===== src/rtl/ctrl_pkg.sv =====
// ctrl_pkg: shared encodings for the multicycle control FSM and opcode decoder.
package ctrl_pkg;
  typedef enum logic [2:0] {
    FETCH  = 3'd0,
    DECODE = 3'd1,
    EXEC   = 3'd2,
    MEM    = 3'd3,
    WB     = 3'd4,
    BRANCH = 3'd5,
    HALT   = 3'd6
  } state_e;
  localparam logic [2:0] ALUOP_BR = 3'b000;
  localparam logic [2:0] ALUOP_I  = 3'b001;
  localparam logic [2:0] ALUOP_LD = 3'b010;
  localparam logic [2:0] ALUOP_ST = 3'b011;
  localparam logic [2:0] ALUOP_R  = 3'b100;
  localparam logic [6:0] OPC_R  = 7'b0110011;
  localparam logic [6:0] OPC_I  = 7'b0010011;
  localparam logic [6:0] OPC_LD = 7'b0000011;
  localparam logic [6:0] OPC_ST = 7'b0100011;
  localparam logic [6:0] OPC_BR = 7'b1100011;
  typedef enum logic [2:0] {CLS_R, CLS_I, CLS_LD, CLS_ST, CLS_BR, CLS_ILL} cls_e;
  typedef struct packed {
    cls_e       cls;
    logic [2:0] alu_op;
    logic       alu_src_b;
  } dec_t;
  localparam dec_t DEC_ILL = '{cls: CLS_ILL, alu_op: ALUOP_BR, alu_src_b: 1'b0};
endpackage


===== src/rtl/opcode_class_dec.sv =====
// opcode_class_dec: maps an RV32I opcode to its instruction class, ALUop and B-operand select.
module opcode_class_dec
  import ctrl_pkg::*;
(
  input  logic [6:0] opcode,
  output dec_t       dec
);
  always_comb begin
    dec = DEC_ILL;
    case (opcode)
      OPC_R:   dec = '{cls: CLS_R,  alu_op: ALUOP_R,  alu_src_b: 1'b0};
      OPC_I:   dec = '{cls: CLS_I,  alu_op: ALUOP_I,  alu_src_b: 1'b1};
      OPC_LD:  dec = '{cls: CLS_LD, alu_op: ALUOP_LD, alu_src_b: 1'b1};
      OPC_ST:  dec = '{cls: CLS_ST, alu_op: ALUOP_ST, alu_src_b: 1'b1};
      OPC_BR:  dec = '{cls: CLS_BR, alu_op: ALUOP_BR, alu_src_b: 1'b0};
      default: dec = DEC_ILL;
    endcase
  end
endmodule


===== src/rtl/multicycle_ctrl.sv =====
// multicycle_ctrl: main control FSM sequencing fetch/decode/execute/memory/writeback
// with req/ready memory handshakes, a wait-timeout halt and a sticky illegal-opcode flag.
module multicycle_ctrl
  import ctrl_pkg::*;
#(
  parameter int               WAIT_W   = 8,
  parameter logic [WAIT_W-1:0] WAIT_MAX = 8'd255
) (
  input  logic       clk,
  input  logic       rst_n,
  input  logic [6:0] opcode,
  input  logic       zero,
  input  logic       imem_ready,
  input  logic       dmem_ready,
  output logic       imem_req,
  output logic       dmem_req,
  output logic       dmem_we,
  output logic       ir_we,
  output logic       pc_we,
  output logic       pc_src,
  output logic [2:0] alu_op,
  output logic       alu_src_b,
  output logic       reg_we,
  output logic       wb_sel,
  output logic       illegal,
  output logic       bus_err,
  output logic [2:0] state_o
);
  state_e            state_q, state_d;
  dec_t              dec, dec_q, dec_d;
  logic [WAIT_W-1:0] wait_q, wait_d;
  logic              illegal_q, illegal_d;
  logic              alu_phase;
  opcode_class_dec u_dec (
    .opcode(opcode),
    .dec   (dec)
  );
  always_ff @(posedge clk or negedge rst_n) begin
    if (!rst_n) begin
      state_q   <= FETCH;
      wait_q    <= '0;
      dec_q     <= DEC_ILL;
      illegal_q <= 1'b0;
    end else begin
      state_q   <= state_d;
      wait_q    <= wait_d;
      dec_q     <= dec_d;
      illegal_q <= illegal_d;
    end
  end
  always_comb begin
    state_d   = state_q;
    dec_d     = dec_q;
    illegal_d = illegal_q;
    case (state_q)
      FETCH:  state_d = imem_ready ? DECODE : (wait_q == WAIT_MAX ? HALT : FETCH);
      DECODE: begin
        dec_d     = dec;
        illegal_d = illegal_q | (dec.cls == CLS_ILL);
        state_d   = dec.cls == CLS_ILL ? FETCH : dec.cls == CLS_BR ? BRANCH : EXEC;
      end
      EXEC:   state_d = (dec_q.cls == CLS_LD || dec_q.cls == CLS_ST) ? MEM : WB;
      MEM:    state_d = dmem_ready ? (dec_q.cls == CLS_LD ? WB : FETCH)
                                   : (wait_q == WAIT_MAX ? HALT : MEM);
      WB:     state_d = FETCH;
      BRANCH: state_d = FETCH;
      default: state_d = HALT;
    endcase
    wait_d = state_d != state_q ? '0
           : (state_q == FETCH || state_q == MEM) ? wait_q + 1'b1 : wait_q;
  end
  // Fetch request is gated by rst_n so it drops the moment reset asserts.
  assign imem_req  = rst_n && state_q == FETCH;
  assign ir_we     = imem_req && imem_ready;
  assign pc_we     = ir_we || (state_q == BRANCH && zero);
  assign pc_src    = state_q == BRANCH;
  assign dmem_req  = state_q == MEM;
  assign dmem_we   = dmem_req && dec_q.cls == CLS_ST;
  assign alu_phase = state_q == EXEC || state_q == MEM;
  assign alu_op    = alu_phase ? dec_q.alu_op : ALUOP_BR;
  assign alu_src_b = alu_phase && dec_q.alu_src_b;
  assign reg_we    = state_q == WB;
  assign wb_sel    = reg_we && dec_q.cls == CLS_LD;
  assign illegal   = illegal_q;
  assign bus_err   = state_q == HALT;
  assign state_o   = state_q;
endmodule

===== config.mk =====
export PLATFORM = sky130hd
export DESIGN_NAME = multicycle_ctrl
export DESIGN_NICKNAME = d
export VERILOG_FILES = /design/src/rtl/ctrl_pkg.sv /design/src/rtl/opcode_class_dec.sv /design/src/rtl/multicycle_ctrl.sv
export SDC_FILE = /design/constraint.sdc
export NUM_CORES = 1
export LEC_CHECK = 0
export BUFFER_PORTS_ARGS = -buffer_cell sky130_fd_sc_hd__buf_2
export CAP_MARGIN = 0
export CORE_UTILIZATION = 50
export CTS_BUF_LIST = sky130_fd_sc_hd__clkbuf_8 sky130_fd_sc_hd__clkbuf_16
export CTS_CLUSTER_SIZE = 10
export DETAILED_ROUTE_END_ITERATION = 10
export PLACE_DENSITY = 0.75
export RECOVER_POWER = 25
export SLEW_MARGIN = 30
export SYNTH_ARGS = -nofsm -noshare
export SYNTH_HDL_FRONTEND = slang
export SYNTH_SLANG_ARGS = --single-unit

===== constraint.sdc =====
create_clock -name clk -period 1.6 [get_ports clk]
set_clock_uncertainty 0.05 [all_clocks]
set_input_delay 0.16 -clock clk [delete_from_list [all_inputs] [get_ports clk]]
set_output_delay 0.16 -clock clk [all_outputs]
set_load 0.02 [all_outputs]

==> results of run 1 <==
-- cells by family after synthesis --
| logic type | count (synthesis) |
|---|---|
| muxes | 2 |
| buffers and inverters | 6 |
| DFF | 18 |
| xor gates and xnor gates | 10 |
| AOI/OAI and AO/OA | 16 |
| and+or+nand+nor | 64 |
| adders and majority gates | 1 |
-- sequential cells by signal, indices dropped and copies added (netlist names) --
| signal | cells |
|---|---|
| wait_q | 8 |
| dec_q | 6 |
| state_o | 3 |
| illegal | 1 |
-- synth_stat cells, drive strengths merged --
cell type,count
and3b,2
a21oi,5
or2,1
inv,2
nand2b,2
nor3,5
nand2,9
and3,2
nand3b,3
xor2,2
nand4bb,1
dfstp,2
o21ai,7
or3b,1
a22o,1
nand4b,3
buf,4
nand3,3
and2,6
o21bai,1
dfrtp,16
ha,1
or3,2
a21o,1
o311ai,1
nor2,17
nor2b,2
xnor2,8
mux2i,2
nand4,2
nor3b,3
-- how the worst max path moves through the flow --
| stage | from | slack (ps) | to | cells after the start |
|---|---|---|---|---|
| 2_1_floorplan | state_o[2] | -7 | wb_sel | 3 |
| 3_3_place_gp | state_o[0] | 90 | state_o[0] | 4 |
| 3_5_place_dp | state_o[0] | -5 | state_o[0] | 4 |
| 4_1_cts | state_o[2] | -20 | pc_we | 5 |
| 5_1_grt | state_o[2] | -50 | dmem_we | 6 |
| 6_report | state_o[2] | -6 | pc_we | 5 |
-- cell type report --
class	instances	area, µm²
inverter	2	7.51
timing repair buffer	42	274
multi-input combinational	93	622
tap	27	33.8
fill	145	534
clock buffer	4	55.1
sequential	18	455
-- layout by cell type (no fill, tap or decap), types with 2 or more instances in the layout --
master    instances
a21oi_1           3
and2_1            5
and3_2            2
and3b_1           2
buf_2            22
buf_4            14
buf_6             4
clkbuf_8          4
dfrtp_1          14
dfrtp_2           2
dfstp_2           2
inv_2             2
mux2i_1           2
nand2_1           8
nand2b_1          2
nand3_1           3
nand3b_1          3
nand4_1           2
nand4b_1          3
nor2_1           16
nor3_1            3
nor3b_1           2
o21ai_0           4
o21ai_1           3
or3_1             2
xnor2_1           8
xor2_1            2
-- routing by layer --
metal  vias to the layer above  routed length, µm  global-route usage
met2                        31               1170               0.366
met5                         -                  0                   0
met1                       470               1130               0.290
li1                        489                  -                   -
met4                         0                 42               0.103
met3                         5                110              0.0283
-- critical path, cell delays in order (launching register included) --
cell and delay (ps):
dfrtp_1 410, buf_6 130, buf_6 120, and3b_1 190, a21o_1 170, buf_6 130
-- power by group through the flow --
| stage | Sequential (mW) | Clock, mW | Combinational, mW |
|---|---|---|---|
| floorplan | 0.487 | 0 | 0.0813 |
| global placement | 0.487 | 0 | 0.137 |
| detailed placement | 0.488 | 0 | 0.141 |
| CTS | 0.481 | 0.386 | 0.150 |
| global route | 0.480 | 0.395 | 0.171 |
| finish | 0.478 | 0.380 | 0.160 |
-- what timing repair did --
item | 4_1_cts | 5_1_grt
hold buffers | 1 | 0
buffers inserted | 2 | 3
resized for setup | 10 | 12
hold endpoints to repair | 16 | 0
pin swaps | 1 | 3
endpoints found under the setup margin | 8 | 11
==> metrics, run 1 <==
smallest hold slack=109 ps; Period minus WS final=1610 ps; Final nets=173; worst r2r src=state_o[1]; Data required, critical path=1390 ps; Final Hold Fails=0; failing checks=setup timing; CP startpoint kind=register; Pre-antenna DRT Iters=4; area share of fa/ha/maj cells after synthesis=0.0117; sequential share of power=0.470; relative max-transition margin=0.340; number of global-route vias before repair=893; Yosys Warn Count=0; Routed Antenna Nets=0; Switching Share=0.255; Mapped Nets=130; Total GRT Usage=0.222; unrepaired setup endpoints after global routing=yes; Setup Total Neg Slack=-9.42 ps; largest area contributor in the netlist=dfrtp_1; Int Power=0.758 mW; Max clock buf depth=2; Slew Viols, Final=0; Post-Place Setup Slack=-5.05 ps; Initial Util=0.541; end-of-flow core utilization=0.730; max-cap violations=0; GRT Residual Overflow=0; P per Cell Area=703 nW/µm²; Placeable Area=1980 µm²; cell count after placement=176; Die X=48.3 µm; Finished Cell Area=1450 µm²; synthesized cell area=1070 µm²; H-tree levels=1; worst hold path class=in2reg; clock sinks=18; drt drc=0; final cycle utilization of the critical path=1.00; post-synthesis compound-gate area fraction=0.100; syn_area_per_cell=9.16 µm²; Hold Path End=dec_q[5]; Cells after Synth=117; Clock Latency Late Sink=260 ps; final setup fails=2; port buffer count=28; area growth from synthesis to layout=35.0%; mux cell area share after synthesis=0.0187; DIE HEIGHT=48.3 µm; IO Count=29; Hold Crit Depth=2; switching pwr=0.260 mW; drt wl/cell=13.2 µm; HP Start=opcode[4]; Worst setup EP type=primary output; Final Routed Wirelength=2.45 mm; vias=995; crit path kind=reg2out; first-pass GRT wire length=3.97 mm; DR iter-0 viols=10; CP Max Fanout=6; setup slack, reg-to-reg=10 ps; DP Area=1290 µm²; GPL Wtd Cong=0.862; post-synth top area share=0.373; final std cells w/o fill=186; CP arrival=1400 ps; ant diodes=0; vias per cell=5.35; HPWL Detailed=1.78 mm; Clk network pwr share=0.373; CTS Root Cell=clkbuf_8; power share of the combinational group=0.157; achievable clock frequency=623 MHz; FF-to-FF End=state_o[0]; leakage=0.677 nW; Worst-path clk slew=70 ps; # rows=16; total of flip-flops plus latches after synthesis=18; top post-synthesis cells by area=dfrtp_1, xnor2_1, nor2_1; initial antenna violation count=0; Slew @ Worst Pin=990 ps; Peak VDD IR=0.726 mV; largest net degree at the start of global routing=19; register area share after synthesis=0.422; r2r worst-path depth=5; total design power=1.02 mW; Final WS setup=-5.96 ps; die area=2330 µm²; total CTS buffers=3; run status=finished with violations; Yosys cell types=36; area share of xor/xnor cells in the synthesized design=0.0817; fraction of layout cells with a size suffix above 1=0.396; Post-Synth Simple-Gate Area=0.340; largest family of logic cells by synthesized area=simple AND/OR/NAND/NOR gates; CTS tree=done
(Power assumes the default switching activity.)
==> inputs of run 2 (changes only) <==
--- a/config.mk
+++ b/config.mk
@@ -5,13 +5,14 @@
 export SDC_FILE = /design/constraint.sdc
 export NUM_CORES = 1
 export LEC_CHECK = 0
+export ABC_AREA = 1
 export BUFFER_PORTS_ARGS = -buffer_cell sky130_fd_sc_hd__buf_2
 export CAP_MARGIN = 0
 export CORE_UTILIZATION = 50
 export CTS_BUF_LIST = sky130_fd_sc_hd__clkbuf_8 sky130_fd_sc_hd__clkbuf_16
 export CTS_CLUSTER_SIZE = 10
 export DETAILED_ROUTE_END_ITERATION = 10
-export PLACE_DENSITY = 0.75
+export PLACE_DENSITY = 0.74
 export RECOVER_POWER = 25
 export SLEW_MARGIN = 30
 export SYNTH_ARGS = -nofsm -noshare
==> constraint.sdc (replaced) <==
create_clock -name clk -period 1.7 [get_ports clk]
set_clock_uncertainty 0.05 [all_clocks]
set_input_delay 0.17 -clock clk [delete_from_list [all_inputs] [get_ports clk]]
set_output_delay 0.17 -clock clk [all_outputs]
set_load 0.02 [all_outputs]
==> run 2 against run 1 <==
  * Largest cell class unchanged
  * Synthesized cell count increased by 30%
  * The flow now finishes without violations
  * Sequential power decreased by 10%
  * Power decreased by 19%
  * Sequential share of layout area increased by 0.33 points
  * Final cell count increased by 16%
  * Setup slack improved by 95 ps
  * Sequential cell count unchanged
  * Combinational power decreased by 74%
  * Hold slack got worse by 20 ps
  * Global-route usage increased by 1.6 points
  * Non-clock buffer count decreased by 7
==> metrics, run 2 <==
Final nets=203 (+17%); achievable clock frequency=621 MHz; first-pass GRT wire length=4.43 mm (+12%); P per Cell Area=572 nW/µm² (-19%); post-synth top area share=0.348 (-0.0252); Main synth FF type=dfrtp_1; GRT Residual Overflow=0 (unchanged); slowest stage delay, CP=420 ps (about the same); worst r2r src=wait_q[0]; Yosys cell types=25 (-31%); Routed Antenna Nets=0 (unchanged); DIE HEIGHT=50.0 µm (+3.4%); drt wl/cell=12.4 µm (-6.1%); clock sinks=18 (unchanged); IO Count=29 (unchanged); worst hold path class=in2reg; r2r worst-path depth=10 (+5); smallest hold slack=88.4 ps (-20.4 ps); top post-synthesis cells by area=dfrtp_1, nor2_1, nand2_1; final cycle utilization of the critical path=0.948; fill count=163 (+12%); CP max-delay cell=dfrtp_2; final std cells w/o fill=216 (+16%); Async S/R FF share, synth=1.00 (unchanged); FF-to-FF End=wait_q[5]; Post-synth EDFFs=0 (unchanged); setup slack, reg-to-reg=100 ps (+90 ps); Initial Util=0.558 (+0.0166); Worst setup EP type=primary output; crit path kind=reg2out; total CTS buffers=3 (unchanged); drt drc=0 (unchanged); Period minus WS final=1610 ps; Final Routed Wirelength=2.68 mm (+9.1%); most frequent cells in the layout=nor2_1, buf_2, nand2_1; leakage=0.752 nW (+11%); cell count after placement=206 (+17%); Hold Crit Depth=2 (unchanged); CTS Root Cell=clkbuf_8; unrepaired setup endpoints after global routing=yes; Placeable Area=2060 µm² (+4.0%); Biggest register=wait_q; GPL Wtd Cong=0.908 (+5.3%); # rows=16 (unchanged); DP Area=1310 µm² (+1.4%); fraction of layout cells with a size suffix above 1=0.344 (-0.0523); vias=1125 (+13%); Cells after Synth=152 (+30%); most common cell in the netlist=nor2_1; CP startpoint kind=register; relative max-transition margin=0.342 (+0.00185); CTS tree=done; Max clock buf depth=2 (unchanged); register area=457 µm² (+0.27%); HPWL Detailed=1.90 mm (+6.8%); number of global-route vias before repair=1037 (+16%); Pre-antenna DRT Iters=4 (unchanged); Peak VDD IR=0.573 mV (-21%); Hold Path End=dec_q[5]; syn_area_per_cell=7.56 µm² (-17%); die area=2500 µm² (+6.9%); ant diodes=0 (unchanged); CP Max Fanout=3 (-3); port buffer count=28 (unchanged); synthesized cell area=1150 µm² (+7.2%); total of flip-flops plus latches after synthesis=18 (unchanged); run status=complete, no violations; DR iter-0 viols=43 (+33); area growth from synthesis to layout=24.9%; CP cell instances=nor2_2 -> nand2_2 -> nor2_4 -> inv_1 -> o21ai_0 -> buf_4; Die X=50.0 µm (+3.4%); Worst-path clk slew=70 ps (about the same); Post-synth top cells=nor2_1, nand2_1, inv_1; multi-input gate area in the final layout=602 µm² (-3.2%); vias per cell=5.21 (-2.6%); largest net degree at the start of global routing=19 (unchanged); HP Start=opcode[4]; initial antenna violation count=0 (unchanged); register area share after synthesis=0.394 (-0.0285); Data required, critical path=1480 ps (+90 ps); Slew @ Worst Pin=988 ps (-2.77 ps); CP arrival=1390 ps (about the same); Finished Cell Area=1440 µm² (-0.78%); Total GRT Usage=0.238 (+0.0160); largest area contributor in the netlist=dfrtp_1; max-cap violations=0 (unchanged); Clock Latency Late Sink=250 ps (about the same); max reg flops=8 (unchanged); Yosys Warn Count=0 (unchanged); final setup fails=0 (-2); Final Hold Fails=0 (unchanged); H-tree levels=1 (unchanged); Slew Viols, Final=0 (unchanged); Mapped Nets=165 (+27%)
-- run 2: cell count changes in the layout (fill, tap and decap cells not counted), moves of 5 or more --
cell     before  now
xor2_1        2    7
and2_1        5    0
nand3_1       3    8
buf_4        14    6
xnor2_1       8    0
inv_1         0   20
nand2_1       8   26
buf_2        22   27
nor2_1       16   27
-- run 2: power by group --
part | internal [mW] | leakage [nW] | switching (mW)
Combinational | 0.0154 | 0.517 | 0.0264
Clock | 0.206 | 0.0288 | 0.144
Sequential | 0.429 | 0.206 | 0.000181
Total | 0.650 | 0.752 | 0.171
-- run 2: per-stage QoR --
step	utilization	setup TNS, ps	power (mW)	worst slack (ps)
2_1_floorplan	-	0	0.450	22.9
3_3_place_gp	0.637	0	0.477	128
3_5_place_dp	0.637	0	0.478	60.2
4_1_cts	0.681	0	0.827	32.7
5_1_grt	0.697	-40.5	0.850	-21.8
6_report	0.697	0	0.821	89.1
-- run 2: layout make-up --
class / instances / share of cell area
inverters: 24 / 0.0662
flip-flops and latches: 18 / 0.318
clock buffers: 4 / 0.0383
repair buffers: 35 / 0.135
well taps: 27 / 0.0235
multi-input cells: 108 / 0.419
-- run 2: how the worst max path moves through the flow --
stage                     from         to
floorplan           state_o[0]      pc_we
global placement    state_o[1]  wait_q[5]
detailed placement  state_o[1]  wait_q[5]
CTS                 state_o[2]      pc_we
global route         wait_q[0]  wait_q[6]
finish              state_o[0]      pc_we
-- run 2: worst max-delay path: cells and delay by family, from the launching register on --
family                 cells  cell delay, ps
AO/OA/AOI/OAI              1             140
buffers and inverters      2             220
flip-flops                 1             420
AND/OR/NAND/NOR            3             340
-- run 2: cell families (layout without fill, tap and decap cells) --
| logic type | Yosys count | after routing | share of synthesized area |
|---|---|---|---|
| adder cells (fa/ha/maj) | 1 | 1 | 0.0109 |
| flip-flops | 18 | 18 | 0.394 |
| XOR/XNOR | 7 | 7 | 0.0533 |
| AND/OR/NAND/NOR | 86 | 86 | 0.367 |
| buffers and inverters | 26 | 63 | 0.100 |
| multiplexers | 1 | 1 | 0.00979 |
| AO/OA/AOI/OAI | 13 | 13 | 0.0653 |
-- run 2: repair_timing --
item                       in CTS  in global routing
setup endpoints to repair       2                 11
hold buffers                    1                  0
resized for setup               2                  7
hold endpoints to repair       16                  0
buffers inserted                3                  2
pin swaps                       0                  1
cloned                          0                  0
-- run 2: per-layer routing --
metal,GRT usage,vias to the layer above,wire (µm)
li1,-,558,-
met1,0.310,522,1190
met2,0.394,41,1320
met3,0.0370,4,128
met4,0.0857,0,35
met5,0,-,0
